File: config.mk
export PLATFORM = sky130hd
export DESIGN_NAME = clk_div_gen_flat
export DESIGN_NICKNAME = d
export VERILOG_FILES = /design/src/rtl/clk_div_gen_if.sv /design/src/rtl/clk_div_gen.sv /design/src/flat_wrapper.sv
export SDC_FILE = /design/constraint.sdc
export NUM_CORES = 1
export LEC_CHECK = 0
export ABC_CLOCK_PERIOD_IN_PS = 2800
export BUFFER_PORTS_ARGS = -buffer_cell sky130_fd_sc_hd__buf_2
export CORE_MARGIN = 4
export CORE_UTILIZATION = 27
export DETAILED_ROUTE_END_ITERATION = 7
export PLACE_DENSITY = 0.51
export SLEW_MARGIN = 30
export SYNTH_ARGS = -nofsm -noshare
export SYNTH_HDL_FRONTEND = slang
export SYNTH_SLANG_ARGS = --single-unit
File: constraint.sdc
create_clock -name clk_i -period 2.8 [get_ports clk_i]
set_input_delay 0.42 -clock clk_i [delete_from_list [all_inputs] [get_ports clk_i]]
set_output_delay 0.42 -clock clk_i [all_outputs]
set_load 0.03 [all_outputs]
File: src/rtl/clk_div_gen_if.sv
// rtl/clk_div_gen_if.sv - control/status bundle of the programmable clock divider
//
// Purpose: groups the enable, divisor-load handshake and divided outputs of
//          clk_div_gen so a controller (master) and the divider (slave) share one port.
// Signals (named from the divider's point of view):
//   en_i        count enable
//   div_i       requested divisor, sampled with div_ld_i
//   div_ld_i    single-cycle divisor load request
//   div_ack_o   pulse: new divisor in effect
//   div_err_o   pulse: load rejected (div_i < 2)
//   tick_o      one-cycle strobe per period
//   clk_o       divided square-wave level
//   tick_cnt_o  tick counter, present only with CLK_DIV_TICK_CNT_EN defined
interface clk_div_gen_if #(
  parameter int CNT_W = 16
);
  logic             en_i;
  logic [CNT_W-1:0] div_i;
  logic             div_ld_i;
  logic             div_ack_o;
  logic             div_err_o;
  logic             tick_o;
  logic             clk_o;
`ifdef CLK_DIV_TICK_CNT_EN
  logic [31:0]      tick_cnt_o;
`endif

  modport master (
    output en_i, div_i, div_ld_i,
`ifdef CLK_DIV_TICK_CNT_EN
    input  tick_cnt_o,
`endif
    input  div_ack_o, div_err_o, tick_o, clk_o
  );

  modport slave (
    input  en_i, div_i, div_ld_i,
`ifdef CLK_DIV_TICK_CNT_EN
    output tick_cnt_o,
`endif
    output div_ack_o, div_err_o, tick_o, clk_o
  );
endinterface

File: src/rtl/clk_div_gen.sv
// rtl/clk_div_gen.sv - runtime-programmable clock divider / tick generator
//
// Purpose: divides clk_i by a programmable N (>= 2) using a single counter on
//          clk_i. Produces a square-wave enable level (clk_o, low floor(N/2) and
//          high N-floor(N/2) enabled cycles) and a one-cycle tick per period.
//          New divisors are held pending and applied at the next period
//          boundary, or immediately while the divider is disabled.
// Ports:
//   clk_i  system clock
//   rst_i  synchronous reset, active-high
//   bus    clk_div_gen_if.slave: en_i, div_i, div_ld_i, div_ack_o,
//          div_err_o, tick_o, clk_o (and tick_cnt_o, see below)
// Configuration:
//   CLK_DIV_TICK_CNT_EN  when defined, adds bus.tick_cnt_o, a 32-bit count of
//                        tick pulses cleared by reset and by each div_ack_o.
module clk_div_gen #(
  parameter int CNT_W   = 16,
  parameter int DIV_RST = 4096
) (
  input  logic          clk_i,
  input  logic          rst_i,
  clk_div_gen_if.slave  bus
);

  typedef enum logic {
    ST_IDLE = 1'b0,
    ST_PEND = 1'b1
  } state_t;

  localparam logic [CNT_W-1:0] DIV_RST_C = CNT_W'(DIV_RST);
  localparam logic [CNT_W-1:0] ONE       = CNT_W'(1);
  localparam logic [CNT_W-1:0] TWO       = CNT_W'(2);

  state_t           state_q, state_d;
  logic [CNT_W-1:0] cnt_q,   cnt_d;
  logic [CNT_W-1:0] div_q,   div_d;
  logic [CNT_W-1:0] pend_q,  pend_d;
  logic             tick_q,  tick_d;
  logic             clk_q,   clk_d;
  logic             ack_q,   ack_d;
  logic             err_q,   err_d;

  logic             ld_ok;
  logic             ld_bad;
  logic             wrap;
  logic [CNT_W-1:0] cnt_inc;

  assign ld_ok   = bus.div_ld_i && (bus.div_i >= TWO);
  assign ld_bad  = bus.div_ld_i && (bus.div_i < TWO);
  // div_q is always >= 2, so div_q-1 never underflows and cnt_q+1 below
  // never exceeds div_q-1.
  assign wrap    = bus.en_i && (cnt_q == div_q - ONE);
  assign cnt_inc = cnt_q + ONE;

  always_comb begin
    state_d = state_q;
    cnt_d   = cnt_q;
    div_d   = div_q;
    pend_d  = pend_q;
    tick_d  = 1'b0;
    clk_d   = clk_q;
    ack_d   = 1'b0;
    err_d   = ld_bad;

    if (!bus.en_i) begin
      // Frozen divider: nothing to preserve, so a new or pending divisor is
      // applied at once and the period restarts from zero.
      if (ld_ok || (state_q == ST_PEND)) begin
        div_d   = ld_ok ? bus.div_i : pend_q;
        cnt_d   = '0;
        clk_d   = 1'b0;
        ack_d   = 1'b1;
        state_d = ST_IDLE;
      end
    end else if (wrap) begin
      cnt_d  = '0;
      tick_d = 1'b1;
      // cnt 0 is below div>>1 for every legal divisor, so clk_o always falls here.
      clk_d  = 1'b0;
      if (ld_ok) begin
        // Load coinciding with the boundary bypasses pend; older pend is dropped.
        div_d   = bus.div_i;
        ack_d   = 1'b1;
        state_d = ST_IDLE;
      end else if (state_q == ST_PEND) begin
        div_d   = pend_q;
        ack_d   = 1'b1;
        state_d = ST_IDLE;
      end
    end else begin
      cnt_d = cnt_inc;
      clk_d = (cnt_inc >= (div_q >> 1));
      if (ld_ok) begin
        pend_d  = bus.div_i;
        state_d = ST_PEND;
      end
    end
  end

  always_ff @(posedge clk_i) begin
    if (rst_i) begin
      state_q <= ST_IDLE;
      cnt_q   <= '0;
      div_q   <= DIV_RST_C;
      pend_q  <= '0;
      tick_q  <= 1'b0;
      clk_q   <= 1'b0;
      ack_q   <= 1'b0;
      err_q   <= 1'b0;
    end else begin
      state_q <= state_d;
      cnt_q   <= cnt_d;
      div_q   <= div_d;
      pend_q  <= pend_d;
      tick_q  <= tick_d;
      clk_q   <= clk_d;
      ack_q   <= ack_d;
      err_q   <= err_d;
    end
  end

  assign bus.tick_o    = tick_q;
  assign bus.clk_o     = clk_q;
  assign bus.div_ack_o = ack_q;
  assign bus.div_err_o = err_q;

`ifdef CLK_DIV_TICK_CNT_EN
  logic [31:0] tick_cnt_q, tick_cnt_d;

  // Cleared on the edge that raises div_ack_o, so the count reads 0 while the
  // ack is visible and counts ticks of the new divisor only.
  always_comb begin
    tick_cnt_d = tick_cnt_q;
    if (ack_d) begin
      tick_cnt_d = '0;
    end else if (tick_d) begin
      tick_cnt_d = tick_cnt_q + 32'd1;
    end
  end

  always_ff @(posedge clk_i) begin
    if (rst_i) begin
      tick_cnt_q <= '0;
    end else begin
      tick_cnt_q <= tick_cnt_d;
    end
  end

  assign bus.tick_cnt_o = tick_cnt_q;
`endif

endmodule

File: src/flat_wrapper.sv
// flat-port wrapper written by rule: the top's interface ports become plain ports
module clk_div_gen_flat 
#(
  parameter int CNT_W   = 16,
  parameter int DIV_RST = 4096
)
  (clk_i, rst_i, bus_en_i, bus_div_i, bus_div_ld_i, bus_div_ack_o, bus_div_err_o, bus_tick_o, bus_clk_o);
  clk_div_gen_if #(.CNT_W(CNT_W)) bus_i ();
  input  logic clk_i;
  input  logic rst_i;
  input wire logic [$bits(bus_i.en_i)-1:0] bus_en_i;
  input wire logic [$bits(bus_i.div_i)-1:0] bus_div_i;
  input wire logic [$bits(bus_i.div_ld_i)-1:0] bus_div_ld_i;
  output wire logic [$bits(bus_i.div_ack_o)-1:0] bus_div_ack_o;
  output wire logic [$bits(bus_i.div_err_o)-1:0] bus_div_err_o;
  output wire logic [$bits(bus_i.tick_o)-1:0] bus_tick_o;
  output wire logic [$bits(bus_i.clk_o)-1:0] bus_clk_o;
  assign bus_i.en_i = bus_en_i;
  assign bus_i.div_i = bus_div_i;
  assign bus_i.div_ld_i = bus_div_ld_i;
  assign bus_div_ack_o = bus_i.div_ack_o;
  assign bus_div_err_o = bus_i.div_err_o;
  assign bus_tick_o = bus_i.tick_o;
  assign bus_clk_o = bus_i.clk_o;
  clk_div_gen #(.CNT_W(CNT_W), .DIV_RST(DIV_RST)) u_core (.clk_i(clk_i), .rst_i(rst_i), .bus(bus_i));
endmodule
# [After elaboration in Yosys (flattened, before gate mapping)]
# Cells that the tools add are included.
[op_classes] add_sub_neg=2 order_cmp=3 n_eq_ne=4 n_mux=21 n_bitwise=2 reduce_logical=9
[ops] op="$mux W16" n=9
[ops] op="$add A16 B1 Y16 const B" n=1
[ops] op="$eq A16 B16 Y1" n=1
[ops] op="$ge A16 B15 Y1" n=1
[ops] op="$ge A16 B2 Y1 const B" n=1
[ops] op="$lt A16 B2 Y1 const B" n=1
[ops] op="$sub A16 B1 Y16 const B" n=1
[ops] op="$mux W1" n=12
[ops] op="$ne A3 B1 Y1 const B" n=2
[ops] op="$reduce_and A2 Y1" n=2
[ops] op="$logic_and A1 B1 Y1" n=3
[ops] op="$reduce_and A3 Y1" n=1
[ops] op="$ne A2 B1 Y1 const B" n=1
[ops] op="$not A1 Y1" n=2
[ops] op="$reduce_bool A2 Y1" n=1
[ops] op="$reduce_or A2 Y1" n=1
[ops] op="$logic_or A1 B1 Y1" n=1
[word_totals] ff_bits=53 inputBits=20 output_inout_bits=4 elab_cells=49

# [Longest topological paths before layout]
# Gate-level depths: netlist of the first run.
[depth] ltp_word=5 mapped_depth=12 depth_no_buf=12

# [Worst setup path after synthesis of the first run]
# OpenSTA, ideal clock, no wires.
[synth_timing] path_type="register -> register" start="reg u_core.div_q[0]" end="reg u_core.div_q[7]" setup_ns=0.121 t_arrival_ns=2.670 required_ns=2.679 setup_slack_ns=0.009 stages_incl_launch_ff=10 n_path_buf=0 period_less_slack_ns=2.791 cell_sequence="dfxtp_1 > inv_1 > ha_1 > or4b_1 > nor3_2 > o211ai_1 > a2111oi_2 > a31oi_4 > nor2_1 > mux2_2"
[synth_via] elab_chain_len=5
[synth_lines] element="start, declared" line_no="clk_div_gen.sv:36" source="logic [CNT_W-1:0] div_q, div_d;"
[synth_lines] element="start signal, assigned" line_no="clk_div_gen.sv:113" source="div_q <= div_d;"
[synth_lines] element="$sub A16 B1 Y16" line_no="clk_div_gen.sv:52" source="assign wrap = bus.en_i && (cnt_q == div_q - ONE);"
[synth_lines] element="$eq A16 B16 Y1" line_no="clk_div_gen.sv:52"
[synth_lines] element="$logic_and A1 B1 Y1" line_no="clk_div_gen.sv:52"
[synth_lines] element="$ne A2 B1 Y1 (no line)"
[synth_lines] element="$reduce_and A3 Y1 (no line)"
# Every way passes these cells.
# A chain may end at the register's enable or synchronous reset.

# [Worst setup path after layout of the first run]
[layout_timing] start="reg u_core.div_q[0]" end="reg u_core.cnt_q[1]"
[layout_via] elab_chain_len=5
[layout_lines] element="$sub A16 B1 Y16" line_no="clk_div_gen.sv:52"
[layout_lines] element="$eq A16 B16 Y1" line_no="clk_div_gen.sv:52"
[layout_lines] element="$logic_and A1 B1 Y1" line_no="clk_div_gen.sv:52"
[layout_lines] element="$mux W16" line_no="clk_div_gen.sv:75" source="end else if (wrap) begin"
[layout_lines] element="$mux W16" line_no="clk_div_gen.sv:65" source="if (!bus.en_i) begin"
[layout_lines] element="end signal, assigned" line_no="clk_div_gen.sv:112" source="cnt_q <= cnt_d;"
[layout_lines] element="end, declared" line_no="clk_div_gen.sv:35" source="logic [CNT_W-1:0] cnt_q, cnt_d;"
# Every way passes these cells.

==> flow_metrics.py, run 1 <==
metrics = {
    "die": {
        "die_area_mm2": 0.0144,
        "chipWidth_um": 120,
        "io_pins": 24,
        "die_y_um": 120,
        "initial_core_util_pct": 27.9,
        "core.rowCount": 40,
        "core_region_area_mm2": 0.0122,
    },
    "global_route": {
        "grt-ovfl-total": 0,
        "grt_max_degree": 66,
        "grt_antenna_before_repair": 0,
        "grt_pass1_vias": 2791,
        "grt_usage_pct": 11.7,
        "grt_pass1_wl_um": 13800,
    },
    "synth": {
        "syn_area_mm2": 0.00340,
        "ys.flop_type": "dfxtp_1",
        "synth_cell_type_count": 53,
        "synth_area_leaders": "dfxtp_1 (31%), mux2i_1 (9.1%), ha_1 (6.3%)",
        "async_flop_share_pct": 0,
        "yosysSeqAreaShare_pct": 31.2,
        "yosysTopAreaCell": "dfxtp_1",
        "synth_nets": 428,
        "synth_top_area_share_pct": 31.2,
        "netlist_instances": 391,
        "yosys_warnings": 0,
        "synth_seq_cells": 53,
        "synth.avg_cell_area_um2": 8.68,
        "synth_edf_count": 0,
    },
    "placed_design": {
        "dp_slack_ps": -26.6,
        "gp_congestion": 0.843,
        "placed_cells": 581,
        "io_buffers": 23,
        "dp_hpwl_um": 6470,
    },
    "cts": {
        "cts_sinks": 53,
        "cts_inserted_buffers": 5,
        "clk_pin_slew_worst_paths_ps": 70,
        "cts_tree": "done",
        "clk_path_buf_depth": 2,
        "hold_buffers": 0,
        "h-tree-depth": 2,
        "cts-root-buf": "clkbuf_16",
        "clk-insertion-delay-late_ps": 300,
    },
    "critical_path": {
        "start_kind": "register",
        "worstPathArrival_ps": 2890,
        "max_stage_delay_ps": 520,
        "path_buf_inv": 2,
        "crit_type": "reg -> reg",
        "cp.required_ps": 2990,
        "reg2reg_to": "u_core.cnt_q[1]",
        "end_kind": "register",
        "r2r_cells": 9,
        "cpLargestDelayFamily": "simple AND/OR/NAND/NOR gates",
        "worstPathCellList": "inv_1, ha_1, or4b_4, nor3_2, o211ai_1, a2111oi_1, nand3_1, buf_4, a32o_1",
        "ff2ff_setup_slack_ps": 90,
        "cpMaxStageDelayCell": "or4b_4",
        "regToRegStartpoint": "u_core.div_q[0]",
        "crit_path_max_fanout": 7,
    },
    "timing": {
        "rsz0062_at_grt": "yes",
        "worst_pin_slew_ps": 467,
        "final-max-slew-violation-count": 0,
        "hold_violations": 0,
        "slew_headroom_pct": 68.7,
        "fin_crit_ps": 2710,
        "setup_viol": 0,
        "fmax_mhz": 369,
        "period_share_pct": 96.7,
        "fin_ws_ps": 91.6,
        "fin_skew_ps": 3.29,
    },
    "detailed_routing": {
        "ant_nets": 0,
        "dr.pass1.iters": 4,
        "vias": 2881,
        "drc": 0,
        "drt-initial-drc-count": 119,
        "wire_per_inst_um": 14.4,
        "wirelength_um": 8500,
        "via_per_inst": 4.88,
    },
    "layout": {
        "drive_gt1_share_pct": 20.4,
        "final_util_pct": 33.5,
        "final_common_cell": "dfxtp_1",
        "fillers": 1280,
        "area_growth_pct": 20.0,
        "final_cell_mix": "dfxtp_1 (50), nor2_1 (37), nand2b_1 (33)",
        "finalNonFillerCells": 590,
        "diodes": 0,
        "multi_input_area_mm2": 0.00224,
        "register_area_mm2": 0.00106,
        "final_nets": 459,
    },
    "pwr": {
        "peakVddDrop_mv": 0.262,
        "cellPowerDensity_mw_per_mm2": 435,
        "cellLeakagePower_nw": 1.67,
    },
    "min_path": {
        "whs_path_depth": 3,
        "holdCritStartpoint": "bus_div_i[0]",
        "whs_endpoint": "u_core.pend_q[0]",
        "hp-class": "in -> reg",
    },
    "flow_run": {
        "drv_cap": 0,
    },
    "status": {
        "outcome": "complete, no violations",
    },
}
-- worst register-to-register path: cells and delay by family (launching register included) --
| kind | cells | cell delay, ps |
|---|---|---|
| buffers and inverters | 2 | 300 |
| adders and majority gates | 1 | 160 |
| and+or+nand+nor | 3 | 960 |
| AOI/OAI and AO/OA | 3 | 860 |
| DFF | 1 | 320 |
-- per-layer routing --
metal  global-route usage [%]  vias to the layer above  part of all wire, %
met5                        0                        -                    0
met1                     15.9                     1348                   50
li1                         -                     1474                    -
met2                     19.5                       55                   45
met3                     1.79                        4                  4.9
met4                     3.08                        0                 0.78
-- where the power goes --
group	total, W	switching, W	internal (W)
clock network	0.000631	0.000302	0.000329
registers	0.000798	0.0000183	0.000780
logic	0.000344	0.000193	0.000151
-- cell type report --
cell class	count	share of cell area (%)
tap	168	5.16
clock buffer	5	3.07
multi-input combinational	294	55.0
clock inverter	2	0.399
inverter	17	1.57
timing repair buffer	51	8.69
sequential	53	26.1
-- logic make-up after synthesis --
group | Yosys count | share of synthesized area [%]
fa+ha+maj | 17 | 6.26
mux | 34 | 10.1
compound gates | 76 | 17.5
flops | 53 | 31.2
simple gates | 135 | 21.3
buf+inv | 44 | 5.38
xor+xnor | 32 | 8.25
-- synthesized netlist by cell type, types with 2 or more instances --
cell type	n
dfxtp_1	53
inv_1	17
a311oi_1	2
o21ai_0	18
a31oi_1	2
a21oi_1	8
and3_1	4
nand2_1	12
a21o_1	3
nand2b_1	33
a22oi_1	5
mux2_2	3
a32o_1	10
nand3_1	11
xor2_1	19
o41ai_1	13
a211oi_1	4
ha_1	17
nor2b_1	2
nor2_1	38
mux2i_1	31
and2_1	3
nor3_1	7
xnor2_1	13
nand4_1	5
or3_1	2
buf_6	2
clkbuf_1	22
buf_2	2
nor4_1	7
-- worst max path at each step --
stage | slack (ps) | endpoint | depth (start not counted) | from
global placement | -20 | u_core.bus.clk_o | 11 | u_core.cnt_q[3]
global route | -4 | u_core.div_q[15] | 9 | u_core.div_q[0]
floorplan | 9 | u_core.div_q[7] | 9 | u_core.div_q[0]
detailed placement | -30 | u_core.pend_q[8] | 10 | u_core.div_q[0]
CTS | 20 | u_core.bus.clk_o | 12 | u_core.cnt_q[1]
finish | 90 | u_core.cnt_q[1] | 9 | u_core.div_q[0]
-- repair_timing --
item	CTS	global route
pin swaps	1	3
endpoints found under the setup margin	20	34
setup buffers	0	2
resized for setup	1	19
cloned	0	0
-- metrics by stage --
step / total power (W) / cell area [µm²] / hold slack [ps] / TNS [ps]
2_1_floorplan: 0.00103 / 3400 / 445 / 0
3_3_place_gp: 0.00114 / 3830 / 454 / -17.8
3_5_place_dp: 0.00114 / 3830 / 458 / -62.9
4_1_cts: 0.00177 / 3970 / 396 / 0
5_1_grt: 0.00184 / 4070 / 402 / -3.70
6_report: 0.00177 / 4070 / 393 / 0
-- registers in the layout, summed over array words and instances (netlist names) --
signal / cells
u_core.bus.div_err_o: 1
u_core.bus.div_ack_o: 1
u_core.bus.tick_o: 1
u_core.pend_q: 16
u_core.cnt_q: 16
u_core.div_q: 16
u_core.state_q: 1
u_core.bus.clk_o: 1
Note: power is estimated with default switching activity, not from simulation.
==> run 2: changes to the inputs <==
--- a/config.mk
+++ b/config.mk
@@ -5,12 +5,11 @@
 export SDC_FILE = /design/constraint.sdc
 export NUM_CORES = 1
 export LEC_CHECK = 0
-export ABC_CLOCK_PERIOD_IN_PS = 2800
+export ABC_CLOCK_PERIOD_IN_PS = 2510
 export BUFFER_PORTS_ARGS = -buffer_cell sky130_fd_sc_hd__buf_2
-export CORE_MARGIN = 4
+export CORE_MARGIN = 2
 export CORE_UTILIZATION = 27
 export DETAILED_ROUTE_END_ITERATION = 7
-export PLACE_DENSITY = 0.51
 export SLEW_MARGIN = 30
 export SYNTH_ARGS = -nofsm -noshare
 export SYNTH_HDL_FRONTEND = slang
==> constraint.sdc (replaced) <==
create_clock -name clk_i -period 2.51 [get_ports clk_i]
set_input_delay 0.3765 -clock clk_i [delete_from_list [all_inputs] [get_ports clk_i]]
set_output_delay 0.3765 -clock clk_i [all_outputs]
set_load 0.03 [all_outputs]
==> flow_metrics.py, run 2 (synthesis gave the netlist of run 1 again) <==
metrics = {
    "layout": {
        "diodes": 0,
        "multi_input_area_mm2": 0.00235,
        "fillers": 1263,
        "area_growth_pct": 29.5,
        "register_area_mm2": 0.00107,
        "drive_gt1_share_pct": 29.6,
        "top_regs": "u_core.cnt_q: 16 flops, u_core.div_q: 16 flops, u_core.pend_q: 16 flops",
        "final_common_cell": "buf_4",
        "final_cell_mix": "buf_4 (52), dfxtp_1 (48), nor2_1 (37)",
        "final_nets": 486,
    },
    "placed_design": {
        "dp_slack_ps": -259,
        "gp_congestion": 0.840,
        "dp_hpwl_um": 6830,
        "io_buffers": 23,
    },
    "timing": {
        "rsz0062_at_grt": "yes",
        "worst_pin_slew_ps": 568,
        "fin_ws_ps": -182,
        "fmax_mhz": 371,
        "final-max-slew-violation-count": 0,
        "slew_headroom_pct": 62.0,
        "fin_skew_ps": 6.11,
        "hold_ws_ps": 353,
        "setup_viol": 49,
        "period_share_pct": 107,
        "fin_crit_ps": 2690,
        "hold_violations": 0,
    },
    "detailed_routing": {
        "vias": 2987,
        "ant_nets": 0,
        "wire_per_inst_um": 14.5,
        "dr.pass1.iters": 4,
        "drt-initial-drc-count": 102,
        "drc": 0,
        "via_per_inst": 4.83,
        "wirelength_um": 8930,
    },
    "status": {
        "violations": "setup timing",
        "outcome": "finished, violations left",
    },
    "global_route": {
        "grt_antenna_before_repair": 0,
        "grt_usage_pct": 13.7,
        "grt-ovfl-total": 0,
        "grt_pass1_vias": 2883,
        "grt_pass1_wl_um": 14600,
        "grt_max_degree": 38,
    },
    "pwr": {
        "p_seq_share_pct": 43.0,
        "fin_total_pwr_w": 0.00207,
        "clock_power_share_pct": 35.9,
        "intPower_w": 0.00147,
        "switching_share_pct": 28.8,
        "peakVddDrop_mv": 0.270,
        "cellPowerDensity_mw_per_mm2": 470,
        "p_sw_w": 0.000596,
        "power.share.combinational_pct": 21.1,
        "cellLeakagePower_nw": 1.87,
    },
    "min_path": {
        "hp-class": "in -> reg",
    },
    "critical_path": {
        "crit_type": "reg -> reg",
        "cp.required_ps": 2740,
        "start_kind": "register",
        "crit_path_max_fanout": 16,
        "end_kind": "register",
        "worstPathArrival_ps": 2920,
    },
    "cts": {
        "cts_inserted_buffers": 5,
        "clk_path_buf_depth": 2,
        "cts_tree": "done",
        "clk_pin_slew_worst_paths_ps": 70,
        "h-tree-depth": 2,
        "clk-insertion-delay-late_ps": 300,
        "cts_sinks": 53,
        "cts-root-buf": "clkbuf_16",
    },
    "die": {
        "die_area_mm2": 0.0135,
        "io_pins": 24,
        "die_y_um": 116,
        "initial_core_util_pct": 27.9,
        "core_region_area_mm2": 0.0122,
        "core.rowCount": 40,
        "chipWidth_um": 116,
    },
    "flow_run": {
        "drv_cap": 0,
    },
}
-- run 2: power groups by stage --
stage                     Sequential, W  Clock [W]  Combinational, W
after floorplan                0.000911          0          0.000256
after global placement         0.000907          0          0.000395
after detailed placement       0.000908          0          0.000402
after CTS                      0.000888   0.000755          0.000424
after global routing           0.000892   0.000796          0.000479
final                          0.000888   0.000742          0.000437
-- run 2: worst paths after layout --
kind                                        from               end  slack [ps]  cells after the start
worst max-delay path             u_core.div_q[8]  u_core.pend_q[9]        -180                      8
worst min-delay path                bus_div_i[0]  u_core.pend_q[0]         350                      3
worst min register to register  u_core.bus.clk_o  u_core.bus.clk_o         470                      2
worst max register to register   u_core.div_q[8]  u_core.pend_q[9]        -180                      8
-- run 2: worst max-delay path, cell delays in order (launching register included) --
cell       delay, ps
dfxtp_1          310
or4_4            590
or3_1            410
a41oi_2          340
a2111oi_4         80
a31oi_4          290
nor2b_4          220
buf_12           170
mux2i_1          200
-- run 2: per-layer routing --
| metal | GRT usage [%] | part of all wire [%] | up-vias |
|---|---|---|---|
| met1 | 19.1 | 49 | 1410 |
| met2 | 22.9 | 46 | 44 |
| met5 | 0 | 0 | - |
| met3 | 1.97 | 3.5 | 7 |
| li1 | - | - | 1526 |
| met4 | 2.38 | 0.71 | 0 |
-- run 2: through the flow --
step / util (%) / instances / area, µm² / setup TNS, ps
2_1_floorplan: - / 391 / 3440 / -1490
3_3_place_gp: 33.2 / 607 / 4040 / -8860
3_5_place_dp: 33.2 / 607 / 4040 / -10160
4_1_cts: 35.3 / 616 / 4300 / -7780
5_1_grt: 36.2 / 618 / 4400 / -12230
6_report: 36.2 / 618 / 4400 / -6170
-- run 2: cell type report --
class,count,area share [%]
timing repair buffer,78,12.5
clock inverter,2,0.398
multi-input combinational,294,53.5
inverter,17,1.45
tap,168,4.78
clock buffer,6,3.16
sequential,53,24.3
-- run 2: repair_timing --
action | 4_1_cts | 5_1_grt
cloned | 0 | 0
hold buffers | 0 | 0
setup buffers | 1 | 2
pin swaps | 2 | 1
endpoints found under the setup margin | 52 | 52
resized for setup | 22 | 20
